<file path="src/rtl/mu0_pkg.sv">
// Shared encodings for the MU0 control path: FSM states, opcodes, ALU function codes.
package mu0_pkg;

  typedef enum logic [1:0] {
    S_FETCH   = 2'd0,
    S_EXECUTE = 2'd1,
    S_HALT    = 2'd2
  } state_e;

  localparam logic [3:0] OP_LDA = 4'h0;
  localparam logic [3:0] OP_STA = 4'h1;
  localparam logic [3:0] OP_ADD = 4'h2;
  localparam logic [3:0] OP_SUB = 4'h3;
  localparam logic [3:0] OP_JMP = 4'h4;
  localparam logic [3:0] OP_JGE = 4'h5;
  localparam logic [3:0] OP_JNE = 4'h6;
  localparam logic [3:0] OP_STP = 4'h7;

  localparam logic [1:0] FS_PASSY = 2'b00;
  localparam logic [1:0] FS_ADD   = 2'b01;
  localparam logic [1:0] FS_INC   = 2'b10;
  localparam logic [1:0] FS_SUB   = 2'b11;

endpackage

</file>
<file path="src/rtl/mu0_wait_timer.sv">
// Memory-acknowledge wait counter: counts unacknowledged request cycles and
// flags when the next unacknowledged cycle would be the TIMEOUT-th one.
module mu0_wait_timer #(
  parameter int TIMEOUT = 15
) (
  input  logic clk,
  input  logic reset,
  input  logic clr,
  input  logic inc,
  output logic expire
);

  logic [7:0] cnt_q;
  logic [7:0] cnt_d;

  // Next count: a state change restarts the wait, otherwise count stalled cycles.
  always_comb begin
    cnt_d = cnt_q;
    if (clr) begin
      cnt_d = 8'd0;
    end else if (inc) begin
      cnt_d = cnt_q + 8'd1;
    end
  end

  // Counter register with synchronous reset.
  always_ff @(posedge clk) begin
    if (reset) begin
      cnt_q <= 8'd0;
    end else begin
      cnt_q <= cnt_d;
    end
  end

  assign expire = (cnt_q == 8'(TIMEOUT - 1));

endmodule

</file>
<file path="src/rtl/mu0_sequencer.sv">
// MU0 fetch/execute sequencer. Outputs are combinational from state, opcode,
// flags and mem_ack; state, wait count and sticky error bits are registered.
// Handshake: a memory access is offered while mem_rq=1 and completes in the
// cycle mem_ack=1; mem_ack with mem_rq=0 is ignored.
module mu0_sequencer
  import mu0_pkg::*;
#(
  parameter int TIMEOUT = 15
) (
  input  logic       clk,
  input  logic       reset,
  input  logic [3:0] opcode,
  input  logic       flag_n,
  input  logic       flag_z,
  input  logic       mem_ack,
  output logic       addr_sel,
  output logic       x_sel,
  output logic       y_sel,
  output logic [1:0] alu_fs,
  output logic       acc_ce,
  output logic       pc_ce,
  output logic       ir_ce,
  output logic       acc_oe,
  output logic       mem_rq,
  output logic       mem_rnw,
  output logic       halted,
  output logic       err_ill,
  output logic       err_tmo
);

  state_e state_q, state_d;
  logic   err_ill_q, err_ill_d;
  logic   err_tmo_q, err_tmo_d;
  logic   expire;
  logic   rq_int;

  mu0_wait_timer #(.TIMEOUT(TIMEOUT)) u_wait_timer (
    .clk    (clk),
    .reset  (reset),
    .clr    (state_d != state_q),
    .inc    (rq_int & ~mem_ack),
    .expire (expire)
  );

  // Next-state and control outputs; everything forced low while reset is high.
  always_comb begin
    state_d   = state_q;
    err_ill_d = err_ill_q;
    err_tmo_d = err_tmo_q;
    addr_sel  = 1'b0;
    x_sel     = 1'b0;
    y_sel     = 1'b0;
    alu_fs    = FS_PASSY;
    acc_ce    = 1'b0;
    pc_ce     = 1'b0;
    ir_ce     = 1'b0;
    acc_oe    = 1'b0;
    rq_int    = 1'b0;
    mem_rnw   = 1'b0;
    halted    = 1'b0;
    case (state_q)
      S_FETCH: begin
        rq_int  = 1'b1;
        mem_rnw = 1'b1;
        x_sel   = 1'b1;
        alu_fs  = FS_INC;
        if (mem_ack) begin
          ir_ce   = 1'b1;
          pc_ce   = 1'b1;
          state_d = S_EXECUTE;
        end else if (expire) begin
          state_d   = S_HALT;
          err_tmo_d = 1'b1;
        end
      end
      S_EXECUTE: begin
        case (opcode)
          OP_LDA, OP_ADD, OP_SUB, OP_STA: begin
            addr_sel = 1'b1;
            rq_int   = 1'b1;
            mem_rnw  = (opcode != OP_STA);
            acc_oe   = (opcode == OP_STA);
            alu_fs   = (opcode == OP_ADD) ? FS_ADD :
                       (opcode == OP_SUB) ? FS_SUB : FS_PASSY;
            if (mem_ack) begin
              acc_ce  = (opcode != OP_STA);
              state_d = S_FETCH;
            end else if (expire) begin
              state_d   = S_HALT;
              err_tmo_d = 1'b1;
            end
          end
          OP_JMP, OP_JGE, OP_JNE: begin
            y_sel   = 1'b1;
            alu_fs  = FS_PASSY;
            pc_ce   = (opcode == OP_JMP) ? 1'b1 :
                      (opcode == OP_JGE) ? ~flag_n : ~flag_z;
            state_d = S_FETCH;
          end
          OP_STP: begin
            state_d = S_HALT;
          end
          default: begin
            state_d   = S_HALT;
            err_ill_d = 1'b1;
          end
        endcase
      end
      default: begin
        halted = 1'b1;
      end
    endcase
    if (reset) begin
      addr_sel = 1'b0;
      x_sel    = 1'b0;
      y_sel    = 1'b0;
      alu_fs   = 2'b00;
      acc_ce   = 1'b0;
      pc_ce    = 1'b0;
      ir_ce    = 1'b0;
      acc_oe   = 1'b0;
      mem_rnw  = 1'b0;
      halted   = 1'b0;
    end
  end

  assign mem_rq  = rq_int & ~reset;
  assign err_ill = err_ill_q & ~reset;
  assign err_tmo = err_tmo_q & ~reset;

  // State and sticky error registers.
  always_ff @(posedge clk) begin
    if (reset) begin
      state_q   <= S_FETCH;
      err_ill_q <= 1'b0;
      err_tmo_q <= 1'b0;
    end else begin
      state_q   <= state_d;
      err_ill_q <= err_ill_d;
      err_tmo_q <= err_tmo_d;
    end
  end

endmodule
</file>
<file path="config.mk">
export PLATFORM = sky130hd
export DESIGN_NAME = mu0_sequencer
export DESIGN_NICKNAME = d
export VERILOG_FILES = /design/src/rtl/mu0_pkg.sv /design/src/rtl/mu0_wait_timer.sv /design/src/rtl/mu0_sequencer.sv
export SDC_FILE = /design/constraint.sdc
export NUM_CORES = 1
export LEC_CHECK = 0
export CELL_PAD_IN_SITES_DETAIL_PLACEMENT = 0
export CELL_PAD_IN_SITES_GLOBAL_PLACEMENT = 1
export CORE_MARGIN = 2
export CORE_UTILIZATION = 35
export CTS_CLUSTER_DIAMETER = 30
export DETAILED_ROUTE_END_ITERATION = 8
export PLACE_DENSITY = 0.8
export SYNTH_ARGS = -nofsm -noshare
export SYNTH_HDL_FRONTEND = slang
export SYNTH_SLANG_ARGS = --single-unit
</file>
<file path="constraint.sdc">
create_clock -name clk -period 3.4 [get_ports clk]
set_clock_uncertainty 0.2 [all_clocks]
set_input_delay 0.34 -clock clk [delete_from_list [all_inputs] [get_ports clk]]
set_output_delay 0.34 -clock clk [all_outputs]
set_load 0.005 [all_outputs]
</file>
==> reports/metrics.yaml <==
setup_path:
  start_kind: "primary input"
  path_class: "primary input to output pin"
  arrival_ns: 2.18
  worstPathMaxFanout: 8
  critPathRequiredTime_ns: 2.86
  end_kind: "output pin"
yosys:
  synth-main-ff-cell: "dfxtp_1"
  syn_inst: 96
  synth-compound-area-share_pct: 17.4
  synth.mux.area_fraction_pct: 0
  yosysSeqAreaShare_pct: 30.4
  yosys.area.top_type_share_pct: 30.4
  syn-num-nets: 107
  synth_xor_area_share_pct: 7.77
  synth_area_um2: 790
  ys_top_cells_by_area: "dfxtp_1 (30%), nor2_1 (8.6%), xor2_1 (6.7%)"
  synth_top_area_cell: "dfxtp_1"
  synth-simple-area-share_pct: 35.0
  synth_top_family_by_area: "simple AND/OR/NAND/NOR gates"
  yosysUniqueCellTypes: 37
  synth-edff-count: 0
  yosysWarnings: 0
  async_flop_share_pct: 0
  synth_fa_ha_area_share_pct: 3.17
  ys_seq_elements: 12
  postSynthAreaPerCell_um2: 8.22
timing:
  final.min_clock_period_ns: 2.72
  whs_ns: 0.263
  slew_headroom_pct: 59.7
  rsz0062_at_grt: "no"
  worst_pin_slew_ns: 0.599
  fmax_ghz: 0.367
  final-setup-viol-count: 0
  slew_violations: 0
  fin_setup_tns_ns: 0
  period_share_pct: 80.1
  hold_violations: 0
power_and_ir_drop:
  swShare_pct: 27.7
  p_per_area_nw_per_um2: 329
  seqPwrFrac_pct: 44.3
  p_clk_share_pct: 34.1
  ir_worst_vdd_uv: 221
  combPwrFrac_pct: 21.6
  p_leak_nw: 0.401
  p_sw_mw: 0.0963
  p_int_mw: 0.251
clock_tree:
  root_buffer: "clkbuf_4"
  cts_sinks: 12
  post_cts_buffers: 0
  clock_latency_ns: 0.28
  cts_buffers: 3
  htreeDepth: 1
  cts_tree: "yes"
  postCtsHoldBufs: 0
  clkSlewWorstSetupHoldPaths_ns: 0.08
  ctsLongestPathBuffers: 2
  post_cts_resized: 0
route:
  ant_nets: 0
  dr_total_vias: 752
  wirelength_met1_um: 820
  drt-initial-drc-count: 4
  drt_first_pass_iters: 4
  wirelength_mm: 1.88
  avgViaCountPerCell: 5.12
  drc: 0
  routed.top_layer: "met4"
  wl_met3_um: 116
  wire_per_inst_um: 12.8
  dr_wl_met2_um: 908
layout:
  synthToLayoutAreaGrowth_pct: 33.6
  fin_area_um2: 1050
  final_cell_count_no_fill: 147
  num_antenna_cells: 0
  fin_util_pct: 48.6
  layout-drive-gt1-share_pct: 10.9
  final_net_count: 131
global_routing:
  grt_pass1_wl_mm: 3.25
  grt_overflow: 0
  first_global_vias: 752
  grt_max_degree: 16
  grt_antenna_before_repair: 0
  grt_usage_pct: 16.3
place:
  gp_congestion: 0.734
  placed_area_um2: 1020
  portBuffers: 22
  dp.cells: 143
  post-dp-hpwl_mm: 1.45
floorplan:
  start_util_pct: 36.4
  die_w_um: 51.5
  rows: 17
  die_area_um2: 2650
  io_pins: 23
  core_area_um2: 2170
  die_h_um: 51.5
worst_hold_path:
  hp-class: "flip-flop to flip-flop"
outcome:
  outcome: "completed"
run:
  drv_cap: 0
==> routing by layer <==
metal / global-route usage (%) / vias to the layer above
li1: - / 383
met3: 2.59 / 5
met1: 18.0 / 343
met2: 30.1 / 21
met5: 0 / -
met4: 7.89 / 0
==> kinds of logic after synthesis <==
group	Yosys count
buffers and inverters	8
xor gates and xnor gates	7
adders and majority gates	2
and+or+nand+nor	52
DFF	12
AOI/OAI and AO/OA	15
==> cell usage after synthesis (3+ instances only) <==
library cell and count:
nor2_1 18, dfxtp_1 12, nand2_1 7, xor2_1 6, nor3_1 5, inv_1 4, nand3_1 4, nor2b_1 4
a21oi_1 3
==> registers in the layout (all words and copies together) (netlist names) <==
signal	cells
err_tmo_q	1
state_q	2
u_wait_timer.cnt_q	8
err_ill_q	1
==> worst paths after layout <==
path / from / to / slack (ns) / cells past startpoint
hold / removal: err_ill_q / err_ill_q / 0.26 / 2
setup reg to reg: u_wait_timer.cnt_q[0] / u_wait_timer.cnt_q[1] / 1.50 / 6
hold reg to reg: err_ill_q / err_ill_q / 0.26 / 2
setup / recovery: opcode[3] / alu_fs[1] / 0.68 / 5
==> final cells by class <==
cell class,count,area (um2)
multi-input cells,76,500
flip-flops and latches,12,240
repair buffers,23,228
well taps,28,35.0
inverters,4,15.0
clock buffers,4,36.3
fillers,230,1110
==> cells in the final DEF (no fill, tap or decap), types with 2 or more instances in the layout <==
cell type / instances
a211oi_2: 2
a21oi_1: 3
and3_1: 2
clkbuf_4: 3
clkdlybuf4s50_1: 22
dfxtp_1: 12
ha_1: 2
inv_1: 4
nand2_1: 7
nand3_1: 4
nand4_1: 2
nor2_1: 18
nor2b_1: 4
nor3_1: 5
nor3b_1: 2
xor2_1: 6
==> through the flow <==
stage / setup slack [ns] / total power, mW
3_3_place_gp: 0.715 / 0.231
6_report: 0.677 / 0.347
2_1_floorplan: 1.72 / 0.199
3_5_place_dp: 0.671 / 0.233
5_1_grt: 0.502 / 0.368
4_1_cts: 0.667 / 0.350
==> power by group through the flow <==
stage	logic [mW]	clock network [mW]	registers [mW]
after CTS	0.0765	0.120	0.154
after floorplan	0.0482	0	0.151
after global placement	0.0749	0	0.157
final	0.0752	0.118	0.154
after detailed placement	0.0762	0	0.157
after global routing	0.0850	0.128	0.155
==> worst max-delay path, cell delays in order <==
cell and delay, ns:
clkdlybuf4s50_1 0.53, o21ai_1 0.43, nand2b_1 0.13, a211oi_1 0.23, clkdlybuf4s50_1 0.53
Power figures use the tool's default switching activity.
